### src/rtl/mmc1_bank_ctrl.sv
// MMC1 (mapper 001) configuration controller: 5-bit serial register load port
// plus combinational PRG/CHR bank, mirroring and PRG-RAM enable decode.
module mmc1_bank_ctrl #(
   parameter int PRG_ROM_DEPTH = 17,
   parameter int CHR_ROM_DEPTH = 13,
   parameter int PRG_RAM       = 0
) (
   input  logic                      i_clk_cpu,
   input  logic                      i_rst,
   input  logic                      i_m2,
   input  logic [14:0]               i_cpu_addr,
   input  logic [7:0]                i_cpu_data,
   input  logic                      i_cpu_rw,
   input  logic                      i_romsel,
   input  logic [13:0]               i_ppu_addr,
   output logic [PRG_ROM_DEPTH-15:0] o_prg_bank,
   output logic [CHR_ROM_DEPTH-13:0] o_chr_bank,
   output logic                      o_ciram_a10,
   output logic                      o_prg_ram_en,
   output logic [4:0]                o_ctrl_q
);

   localparam int PB  = PRG_ROM_DEPTH - 14;
   localparam int CB  = CHR_ROM_DEPTH - 12;
   localparam int PBN = (PB < 4) ? PB : 4;
   localparam int CBN = (CB < 5) ? CB : 5;

   localparam logic [2:0] CNT_LAST   = 3'd4;
   localparam logic [4:0] CTRL_RESET = 5'b01100;

   logic [4:0] r_sr;
   logic [2:0] r_cnt;
   logic [4:0] r_ctrl;
   logic [4:0] r_chr0;
   logic [4:0] r_chr1;
   logic [4:0] r_prg;
   logic       r_wr_prev;

   logic          w_wr_cyc;
   logic          w_wr_acc;
   logic [4:0]    w_val;
   logic [PB-1:0] w_prg_sel;
   logic [CB-1:0] w_chr0_sel;
   logic [CB-1:0] w_chr1_sel;
   logic          w_unused;

   assign w_wr_cyc = i_romsel & ~i_cpu_rw & i_m2;
   // Only the first cycle of a write burst counts, so RMW double-writes are ignored.
   assign w_wr_acc = w_wr_cyc & ~r_wr_prev;
   assign w_val    = {i_cpu_data[0], r_sr[4:1]};

   always_ff @(posedge i_clk_cpu) begin
      if (i_rst) begin
         r_sr      <= '0;
         r_cnt     <= '0;
         r_ctrl    <= CTRL_RESET;
         r_chr0    <= '0;
         r_chr1    <= '0;
         r_prg     <= '0;
         r_wr_prev <= 1'b0;
      end else begin
         r_wr_prev <= w_wr_cyc;
         if (w_wr_acc) begin
            if (i_cpu_data[7]) begin
               r_sr   <= '0;
               r_cnt  <= '0;
               r_ctrl <= r_ctrl | CTRL_RESET;
            end else if (r_cnt == CNT_LAST) begin
               r_sr  <= '0;
               r_cnt <= '0;
               case (i_cpu_addr[14:13])
                  2'b00:   r_ctrl <= w_val;
                  2'b01:   r_chr0 <= w_val;
                  2'b10:   r_chr1 <= w_val;
                  default: r_prg  <= w_val;
               endcase
            end else begin
               r_sr  <= w_val;
               r_cnt <= r_cnt + 3'd1;
            end
         end
      end
   end

   // prg[4] never reaches the bank; narrow fields keep their LSBs.
   assign w_prg_sel  = PB'(r_prg[PBN-1:0]);
   assign w_chr0_sel = CB'(r_chr0[CBN-1:0]);
   assign w_chr1_sel = CB'(r_chr1[CBN-1:0]);

   always_comb begin
      o_prg_bank = w_prg_sel;
      case (r_ctrl[3:2])
         2'b00, 2'b01: o_prg_bank[0] = i_cpu_addr[14];
         2'b10:        o_prg_bank = i_cpu_addr[14] ? w_prg_sel : '0;
         default:      o_prg_bank = i_cpu_addr[14] ? '1 : w_prg_sel;
      endcase
   end

   always_comb begin
      o_chr_bank = w_chr0_sel;
      if (r_ctrl[4]) begin
         o_chr_bank = i_ppu_addr[12] ? w_chr1_sel : w_chr0_sel;
      end else begin
         o_chr_bank[0] = i_ppu_addr[12];
      end
   end

   always_comb begin
      case (r_ctrl[1:0])
         2'b00:   o_ciram_a10 = 1'b0;
         2'b01:   o_ciram_a10 = 1'b1;
         2'b10:   o_ciram_a10 = i_ppu_addr[10];
         default: o_ciram_a10 = i_ppu_addr[11];
      endcase
   end

   assign o_prg_ram_en = (PRG_RAM != 0) & ~r_prg[4];
   assign o_ctrl_q     = r_ctrl;

   assign w_unused = ^{i_cpu_addr[12:0], i_ppu_addr, i_cpu_data[6:1], r_chr0, r_chr1, r_prg};

endmodule

### config.mk
export PLATFORM = sky130hd
export DESIGN_NAME = mmc1_bank_ctrl
export DESIGN_NICKNAME = d
export VERILOG_FILES = /design/src/rtl/mmc1_bank_ctrl.sv
export SDC_FILE = /design/constraint.sdc
export NUM_CORES = 1
export LEC_CHECK = 0
export BUFFER_PORTS_ARGS = -buffer_cell sky130_fd_sc_hd__buf_4
export CAP_MARGIN = 30
export CORE_UTILIZATION = 38
export DETAILED_ROUTE_END_ITERATION = 7
export PLACE_DENSITY_LB_ADDON = 0.15
export RECOVER_POWER = 50
export SLEW_MARGIN = 0
export SYNTH_ARGS = -nofsm -noshare
export SYNTH_HDL_FRONTEND = slang
export SYNTH_SLANG_ARGS = --single-unit
### constraint.sdc
create_clock -name i_clk_cpu -period 1.4 [get_ports i_clk_cpu]
set_clock_uncertainty 0.2 [all_clocks]
set_input_delay 0.07 -clock i_clk_cpu [delete_from_list [all_inputs] [get_ports i_clk_cpu]]
set_output_delay 0.07 -clock i_clk_cpu [all_outputs]
set_load 0.01 [all_outputs]
# Word level (Yosys, flattened, before mapping)
# Index checks and enable logic that the tools add are counted.
[word_totals]
reg_bits = 19
input_bits = 42
out_inout_bits = 11
wordCells = 49
[op_classes]
add_sub_neg = 1
eq_ne = 7
mux = 14
n_bitwise = 7
reduce_logical = 12
[op_table]
columns = ["cell", "n"]
rows = [
  ["4-bit AND reduction", 4],
  ["3-bit 2-to-1 mux", 4],
  ["4-bit 2-to-1 mux", 3],
  ["5-bit 2-to-1 mux", 2],
  ["2-bit by 1-bit == test with 1-bit output, second input constant", 3],
  ["2-bit == test, second input constant", 3],
  ["2-bit logical NOT", 3],
  ["1-bit NOT", 4],
  ["2-bit case mux with 2 select lines", 1],
  ["2-bit nonzero test", 2],
  ["3-bit by 1-bit adder with 3-bit output, second input constant", 1],
  ["1-bit bitwise AND", 3],
  ["3-bit == test, second input constant", 1],
  ["1-bit case mux with 3 select lines", 1],
  ["3-bit AND reduction", 1],
  ["3-bit OR reduction", 1],
  ["1-bit 2-to-1 mux", 2],
  ["1-bit case mux with 2 select lines", 1],
  ["2-bit OR reduction", 1],
]

# Depth between registers and ports, before layout
# Gate-level depths: netlist (run 1).
[depth]
ltp_word = 5
mapped_depth = 5
depth_no_buf = 5

# Worst setup path after synthesis (run 1)
# OpenSTA, ideal clock, no wires.
[synth_timing]
path_kind = "reg2reg"
from = "register r_wr_prev"
to = "register r_cnt[2]"
setup_ps = 70
arrival_ps = 1158
required_ps = 1130
path_slack_ps = -28
stages_incl_launch_ff = 4
path_buffers = 0
synth_period_minus_slack_ps = 1428
path_cell_list = "dfxtp_1 > nand4bb_4 > or4b_1 > a21oi_1"
[synth_between]
elab_chain_cells = 2
[synth_lines]
columns = ["item", "line_no", "text"]
rows = [
  ["start: declaration", "37", "logic r_wr_prev;"],
  ["start signal: assignment", "62", "r_wr_prev <= w_wr_cyc;"],
  ["1-bit NOT", "49", "assign w_wr_acc = w_wr_cyc & ~r_wr_prev;"],
  ["1-bit bitwise AND", "49", ""],
  ["end signal: assignment", "79", "r_cnt <= r_cnt + 3'd1;"],
  ["end: declaration", "32", "logic [2:0] r_cnt;"],
]
# Every way passes these cells.
# A chain may end at the register's enable or synchronous reset.

# Worst setup path after layout (run 1)
[layout_timing]
from = "register r_cnt[0]"
to = "register r_ctrl[2] (netlist: o_ctrl_q[2])"
[layout_between]
elab_chain_cells = 3
[layout_lines]
columns = ["item", "line_no", "text"]
rows = [
  ["3-bit == test", "68", "end else if (r_cnt == CNT_LAST) begin"],
  ["2-bit nonzero test (no line)", "-", ""],
  ["3-bit AND reduction (no line)", "-", ""],
  ["end signal: assignment", "67", "r_ctrl <= r_ctrl | CTRL_RESET;"],
  ["end signal: assignment", "72", "2'b00: r_ctrl <= w_val;"],
  ["end: declaration", "33", "logic [4:0] r_ctrl;"],
]
# Every way passes these cells.

==> run summary, run 1 <==
STA puts the critical path data required time at about 1.4 ns. The sequential-to-total area share from yosys stat is 39.3%. After clock tree synthesis, the clock-pin slew on the worst setup and hold paths is around 0.10 ns. The largest net degree at the start of global routing is 22. The net total in the final layout is 182. The maximum net fanout on the critical path is 5.

The final max-slew violation count came out at 0. For this design the static power due to leakage is roughly 0.54 nW. The overall die width came out at 51.1 um. The area of placed instances came out at about 1100 um^2. The worst-case IR drop observed on VDD is ~630 uV. The post-synthesis share of cell area spent on and, or, nand and nor gates is just under 30%. Dividing the detail-routed via count by the number of cells gives a little over 5. The repair_antennas step left the layout with diodes totalling 0. The adder-cell share of the synthesized area is under 10%. In this run the most used layer during global routing was met2. Setup violations remaining at the end of the flow were counted as 2. The critical path class is reg -> reg. The XOR/XNOR share of the synthesized area came out at 0%. During placement, the flow inserted port buffers numbering 21. The final hold violation count came to 0. After technology mapping, the gate count stands at ~100.

The initial cell density of the core came out at between 40% and 50%. The shortest period the worst path allows came out at ~1.4 ns. The TritonCTS clock tree is yes. The global-route track usage on met1 came out at about a fifth. After routing the design area is 1370 um^2.

The final HPWL from detailed placement came out at 1430 um. The cell area after technology mapping is ~920 um^2. The worst-case clock buffer depth is 2. The worst setup path is captured at a flop. The fraction of final layout cells with drive strength greater than 1 is a little over two fifths. The total number of vias is ~850.

For this run, the number of Yosys warnings is 0. By area, the combinational part of the netlist is dominated by simple AND/OR/NAND/NOR gates. The met3 layer usage reported by global route is 5.36%. The first TritonRoute pass finished after 4 iterations. The region available for standard cell placement spans between 2000 and 2500 um^2.

The fraction of met2 tracks used by global routing came out at roughly 30%. The detailed-route wire length per cell came out at ~13 um. For this design the ratio of total power to cell area is between 700 and 800 nW/um^2.

The clock latency of the later-clocked register in the worst-skew pair is a little under 0.3 ns. The number of nets produced by synthesis came out at roughly 150. The portion of synthesized area spent on multiplexers is 8.74%. The most frequently used flop master after synthesis is sky130_fd_sc_hd__dfxtp_1.

By area the synthesized netlist is led by sky130_fd_sc_hd__dfxtp_1 39%, sky130_fd_sc_hd__nand2b_1 10%, sky130_fd_sc_hd__mux2i_1 8.7%. The distinct cell type count of the synthesized netlist came out at 31. The number of flops mapped to enable cells by yosys is 0. The via count of the first global-routing pass was 752. The final standard cell count with taps included and fillers excluded is approximately 170. The number of fill cells is between 200 and 250. The remaining routing DRC violations is 0. The total overflow left after global routing is 0. The average cell area after synthesis is 9.07 um^2.

Counting instances in the post-synthesis netlist gives the leading cell types as 18 x sky130_fd_sc_hd__dfxtp_1, 15 x sky130_fd_sc_hd__nand2b_1, 10 x sky130_fd_sc_hd__a21oi_1, 8 x sky130_fd_sc_hd__mux2i_1, 7 x sky130_fd_sc_hd__inv_1. The routability congestion estimate from global placement came out at about 0.71. The placed instance count came out at 150. The die area is between 2000 and 3000 um^2.

The total power consumption of the routed design came out at around 0.00096 W. The initial antenna violation count was 0. The number of max-cap violations came out at 0. The complex-gate fraction of the synthesized area came out at between 10% and 20%.

The critical path launch point type is a flop. Setup repair after global routing could not meet its margin everywhere. The cell with the most instances after synthesis is sky130_fd_sc_hd__dfxtp_1.

The buffer cell driving the clock tree root is sky130_fd_sc_hd__clkbuf_4. The proportion of synthesized flip-flops having asynchronous set or reset came out at 0%. The antenna violation net count after detailed routing came out at 0. The class of the tightest hold or removal check is in -> reg. The first global-routing pass estimated 3310 um of wire. The die height is 51.1 um.

The final wirelength came out at between 2000 and 2500 um. The number of clock sinks seen by CTS is 18. The checks that failed: negative setup slack.

The final clock period utilization by the worst path came out at 103%. The flow ran to the end, but the final reports show violations. The total CTS buffers is 3. In this run the count of I/O pins placed on the die edge is 53. The initial detailed-routing violation count came out at 7. The number of rows created at floorplan is 17.

The highest attainable clock frequency is 691 MHz. The worst-case setup margin in the final layout is -0.0477 ns. Across every metal layer, demand over resource in global routing totals 17.1%. The number of H-tree branching levels came out at 1. The register bit total from synthesis came out at 18. The area share of the largest cell type after synthesis came out at between 30% and 40%. The biggest area contributor in the post-synthesis netlist is sky130_fd_sc_hd__dfxtp_1.

The arrival time of the worst setup path is approximately 1.5 ns. The layout overhead on the synthesized area came out at 49.2%.
==> cells in the final DEF (no fill, tap or decap), types with 2 or more instances in the layout <==
cell type / count
sky130_fd_sc_hd__nor4bb_1: 2
sky130_fd_sc_hd__nand2_1: 2
sky130_fd_sc_hd__a21oi_2: 4
sky130_fd_sc_hd__clkbuf_4: 3
sky130_fd_sc_hd__dfxtp_1: 13
sky130_fd_sc_hd__o22ai_1: 4
sky130_fd_sc_hd__nand2b_1: 13
sky130_fd_sc_hd__nand3b_1: 2
sky130_fd_sc_hd__inv_2: 2
sky130_fd_sc_hd__mux2i_1: 8
sky130_fd_sc_hd__a31oi_1: 2
sky130_fd_sc_hd__a21oi_1: 6
sky130_fd_sc_hd__buf_4: 29
sky130_fd_sc_hd__nor2_1: 6
sky130_fd_sc_hd__dfxtp_2: 4
sky130_fd_sc_hd__inv_1: 5
sky130_fd_sc_hd__nand2b_4: 2
sky130_fd_sc_hd__dlygate4sd3_1: 8
==> kinds of logic after synthesis <==
kind of cell             Yosys count
multiplexers                       8
adder cells (fa/ha/maj)            2
AO/OA/AOI/OAI                     22
flip-flops                        18
buffers and inverters             12
AND/OR/NAND/NOR                   38
other                              1
==> metal layers <==
layer | vias up | wire length [um]
met5 | - | 0
met4 | 0 | 15
met3 | 2 | 63
met2 | 15 | 1050
met1 | 398 | 987
li1 | 432 | -
==> power by group <==
| part | switching [W] | total [W] | internal (W) |
|---|---|---|---|
| clock | 0.000160 | 0.000318 | 0.000158 |
| sequential | 0.00000147 | 0.000514 | 0.000512 |
| combinational | 0.0000576 | 0.000132 | 0.0000748 |
==> critical path: stages (launching register included) <==
cell and delay, ns:
sky130_fd_sc_hd__dfxtp_2 0.34, sky130_fd_sc_hd__inv_2 0.05, sky130_fd_sc_hd__ha_4 0.16, sky130_fd_sc_hd__and3b_2 0.23
sky130_fd_sc_hd__and4b_1 0.23, sky130_fd_sc_hd__a22oi_1 0.17
==> stage by stage <==
step | setup TNS (ns) | hold WS (ns) | util, % | setup slack [ns]
global placement | -0.243 | 0.0508 | 50.4 | -0.0630
finish | -0.0904 | 0.0150 | 61.2 | -0.0477
floorplan | 0 | -0.0543 | - | 0.00260
global route | -0.504 | 0.0218 | 61.2 | -0.0958
detailed placement | -0.378 | 0.0559 | 50.4 | -0.0692
CTS | -0.110 | 0.00423 | 57.4 | -0.0445
==> state kept, by name (all words and copies together), names as in the netlist <==
signal and cells:
r_wr_prev 1, r_chr1 1, r_prg 3, o_ctrl_q 5, r_cnt 3, r_chr0 1
r_sr 4
==> what timing repair did <==
| item | CTS | global route |
|---|---|---|
| endpoints found under the hold margin | 15 | 0 |
| setup buffers | 0 | 3 |
| setup endpoints to repair | 13 | 18 |
| hold buffers | 8 | 0 |
| gates cloned | 0 | 0 |
| pin swaps | 8 | 6 |
| resized for setup | 12 | 15 |
==> path summary, 6_finish.rpt <==
check | startpoint | to | slack, ns | cells past startpoint
max | r_cnt[0]$_SDFFE_PP0P_ | o_ctrl_q[2]$_SDFFE_PP1P_ | -0.05 | 5
min | i_cpu_addr[14] | o_ctrl_q[1]$_SDFFE_PP0P_ | 0.02 | 4
max reg2reg | r_cnt[0]$_SDFFE_PP0P_ | o_ctrl_q[2]$_SDFFE_PP1P_ | -0.05 | 5
min reg2reg | r_sr[4]$_SDFFE_PP0P_ | o_ctrl_q[3]$_SDFFE_PP1P_ | 0.28 | 2
==> layout make-up <==
type | count | area [um^2] | share of cell area (%)
Inverter | 7 | 26.3 | 1.92
Multi-Input combinational cell | 71 | 602 | 44.0
Clock buffer | 4 | 36.3 | 2.66
Tap cell | 28 | 35.0 | 2.56
Timing Repair Buffer | 37 | 298 | 21.8
Sequential cell | 18 | 369 | 27.0
(Power assumes the default switching activity.)
==> run 2: changes to the inputs <==
--- a/config.mk
+++ b/config.mk
@@ -5,7 +5,7 @@
 export SDC_FILE = /design/constraint.sdc
 export NUM_CORES = 1
 export LEC_CHECK = 0
-export BUFFER_PORTS_ARGS = -buffer_cell sky130_fd_sc_hd__buf_4
+export BUFFER_PORTS_ARGS = -buffer_cell sky130_fd_sc_hd__buf_2
 export CAP_MARGIN = 30
 export CORE_UTILIZATION = 38
 export DETAILED_ROUTE_END_ITERATION = 7
==> run 2 against run 1 <==
The flow finishes with violations (negative hold slack, negative setup slack). Die area stayed put. Power is 0.42% lower. Sequential share of layout area is 1.5 points higher. Critical path type unchanged. Critical endpoint is now r_cnt[2]$_SDFFE_PP0P_.
==> run summary, run 2 (synthesis gave the netlist of run 1 again) <==
The initial cell density of the core is 41.0% (unchanged). The run finished, with violations left. The library cell used most frequently in the layout, excluding fill and tap cells, is sky130_fd_sc_hd__buf_2. The core footprint came out at 2230 um^2 (unchanged).

The final reports fail on negative hold slack, negative setup slack. The detailed-route wire length per cell is 12.9 um (+0.76%). The layout overhead on the synthesized area is 41.8%.

The path class of the tightest hold or removal check is in -> reg. The post-route worst hold slack came out at -0.0159 ns (-0.0309 ns). The fraction of final layout cells with drive strength greater than 1 is 38.7% (-2.9 points). The shortest period the worst path allows came to 1.50 ns (+0.0494 ns). The depth of the worst register-to-register path is 3 (-2). The antenna violation net count after detailed routing is 0 (unchanged).

The final HPWL from detailed placement was 1380 um (-3.3%). The number of buffer cells added on primary ports is 21 (unchanged). The destination of the worst register-to-register timing path is r_cnt[2]$_SDFFE_PP0P_. The die area came to 2610 um^2 (unchanged). The residual overflow from global routing came to 0 (unchanged). The number of flip-flops under the largest register name came out at 5 (unchanged). The total power consumption of the routed design is 0.000960 W (-0.42%). The TritonCTS clock tree is yes.

The final hold violation count is 1 (+1). The number of inserted diodes came out at 0 (unchanged). The clock latency of the later-clocked register in the worst-skew pair is 0.30 ns (about the same). The instance count along the most critical hold path came to 3 (-1). The highest attainable clock frequency came to 668 MHz (-3.3%). The routability congestion estimate from global placement is 0.667 (-6.6%).

The hold path startpoint is i_cpu_addr[14]. The arrival time of the worst setup path came out at 1.54 ns (+0.07 ns). The total CTS buffers is 3 (unchanged).

The first-pass GRT wire length is 3480 um (+5.0%). The CTS clock-pin slew for the worst setup and hold paths is 0.11 ns (about the same). The worst setup path is launched from a flop. The initial detailed-routing violation count came out at 11 (+4). The worst supply voltage drop on vdd came out at 410 uV (-35%). The worst hold path terminates at r_chr1[0]$_SDFFE_PP0P_.

The total power density per cell area came out at 739 nW/um^2 (+4.8%). The critical path class is reg -> reg. The overall die width came out at 51.1 um (unchanged). The via density per instance is 5.23 (+1.9%).

The top-level I/O count is 53 (unchanged). The buffer cell driving the clock tree root is sky130_fd_sc_hd__clkbuf_4. The via count of the first global-routing pass was 792 (+5.3%). The number of max-cap violations came out at 0 (unchanged).

The die height came out at 51.1 um (unchanged). In this run the critical register-to-register path is launched from r_wr_prev$_SDFF_PP0_. The final wirelength came to 2130 um (+0.76%). The setup slack on the worst flop-to-flop path is -0.1 ns (-0.05 ns). The standby leakage power is 0.521 nW (-3.9%). The placement-stage worst setup slack came out at -0.0876 ns (-0.0184 ns).

The worst-case setup margin in the final layout came to -0.0970 ns (-0.0494 ns). The remaining routing DRC violations was 0 (unchanged). The final max-slew violation count came out at 0 (unchanged). In the layout the commonest cells are 21 x sky130_fd_sc_hd__buf_2, 15 x sky130_fd_sc_hd__nand2b_1, 12 x sky130_fd_sc_hd__dfxtp_1. The number of H-tree branching levels is 1 (unchanged).

The worst-case clock buffer depth came out at 2 (unchanged). The final number of setup-violating endpoints was 7 (+5). The net total in the final layout came out at 182 (unchanged). The largest net degree at the start of global routing was 22 (unchanged). Setup repair after global routing could not meet its margin everywhere. The final clock period utilization by the worst path is 107% (+3.5 points).

The initial antenna violation count is 0 (unchanged). The number of rows created at floorplan is 17 (unchanged). The overall track demand over capacity in global routing is 17.8% (+0.70 points). The data required time of the critical path was 1.44 ns (+0.02 ns). Tracing the worst setup path back leads to its startpoint at r_wr_prev$_SDFF_PP0_. STA classifies the critical path endpoint as a flop. The number of search-and-repair iterations in the first detailed-routing pass was 4 (unchanged). The number of clock sinks seen by CTS came out at 18 (unchanged). The total number of vias came out at 863 (+1.9%).

The maximum net fanout on the critical path came out at 5 (unchanged).
run 2: what timing repair did:
item / CTS / global route
endpoints found under the setup margin: 14 / 17
buffers inserted: 2 / 1
pin swaps: 5 / 4
hold endpoints to repair: 11 / 4
resized for setup: 11 / 12
hold buffers: 7 / 1
run 2: power breakdown:
group | switching, W | internal (W) | leakage [nW]
combinational | 0.0000576 | 0.0000619 | 0.352
clock | 0.000168 | 0.000159 | 0.0210
sequential | 0.00000150 | 0.000512 | 0.148
run 2: worst max path at each step:
stage / endpoint / slack (ns)
2_1_floorplan: r_cnt[2]$_SDFFE_PP0P_ / 0.003
3_3_place_gp: o_ctrl_q[4]$_SDFFE_PP0P_ / -0.07
3_5_place_dp: o_ctrl_q[1]$_SDFFE_PP0P_ / -0.09
4_1_cts: r_chr0[0]$_SDFFE_PP0P_ / -0.06
5_1_grt: r_chr0[0]$_SDFFE_PP0P_ / -0.18
6_report: r_cnt[2]$_SDFFE_PP0P_ / -0.1
run 2: layer usage:
layer  routed length [um]  GRT usage (%)  vias up
met5                    0              0        -
met4                   40           9.26        0
met2                 1040           30.5       21
met1                  977           21.3      407
met3                   67           2.68        5
li1                     -              -      430
run 2: final cells by class:
cell class	instances	area, um^2
fill	208	935
multi-input combinational	71	586
sequential	18	370
timing repair buffer	37	245
clock buffer	4	36.3
tap	28	35.0
inverter	7	26.3
run 2: worst max-delay path, cell delays in order (launching register included):
cell                        delay (ns)
sky130_fd_sc_hd__dfxtp_1          0.33
sky130_fd_sc_hd__nand4bb_4        0.26
sky130_fd_sc_hd__or4b_1           0.49
sky130_fd_sc_hd__a21oi_1          0.16
run 2: stage by stage:
step                instance area [um^2]  hold slack, ns  instances  setup TNS, ns  utilization (%)
floorplan                            918         -0.0543        101              0                -
global placement                    1070          0.0606        150         -0.270             48.0
detailed placement                  1070          0.0694        150         -0.449             48.0
CTS                                 1230         -0.0274        163         -0.250             55.3
global route                        1300        -0.00860        165          -1.12             58.2
finish                              1300         -0.0159        165         -0.382             58.2
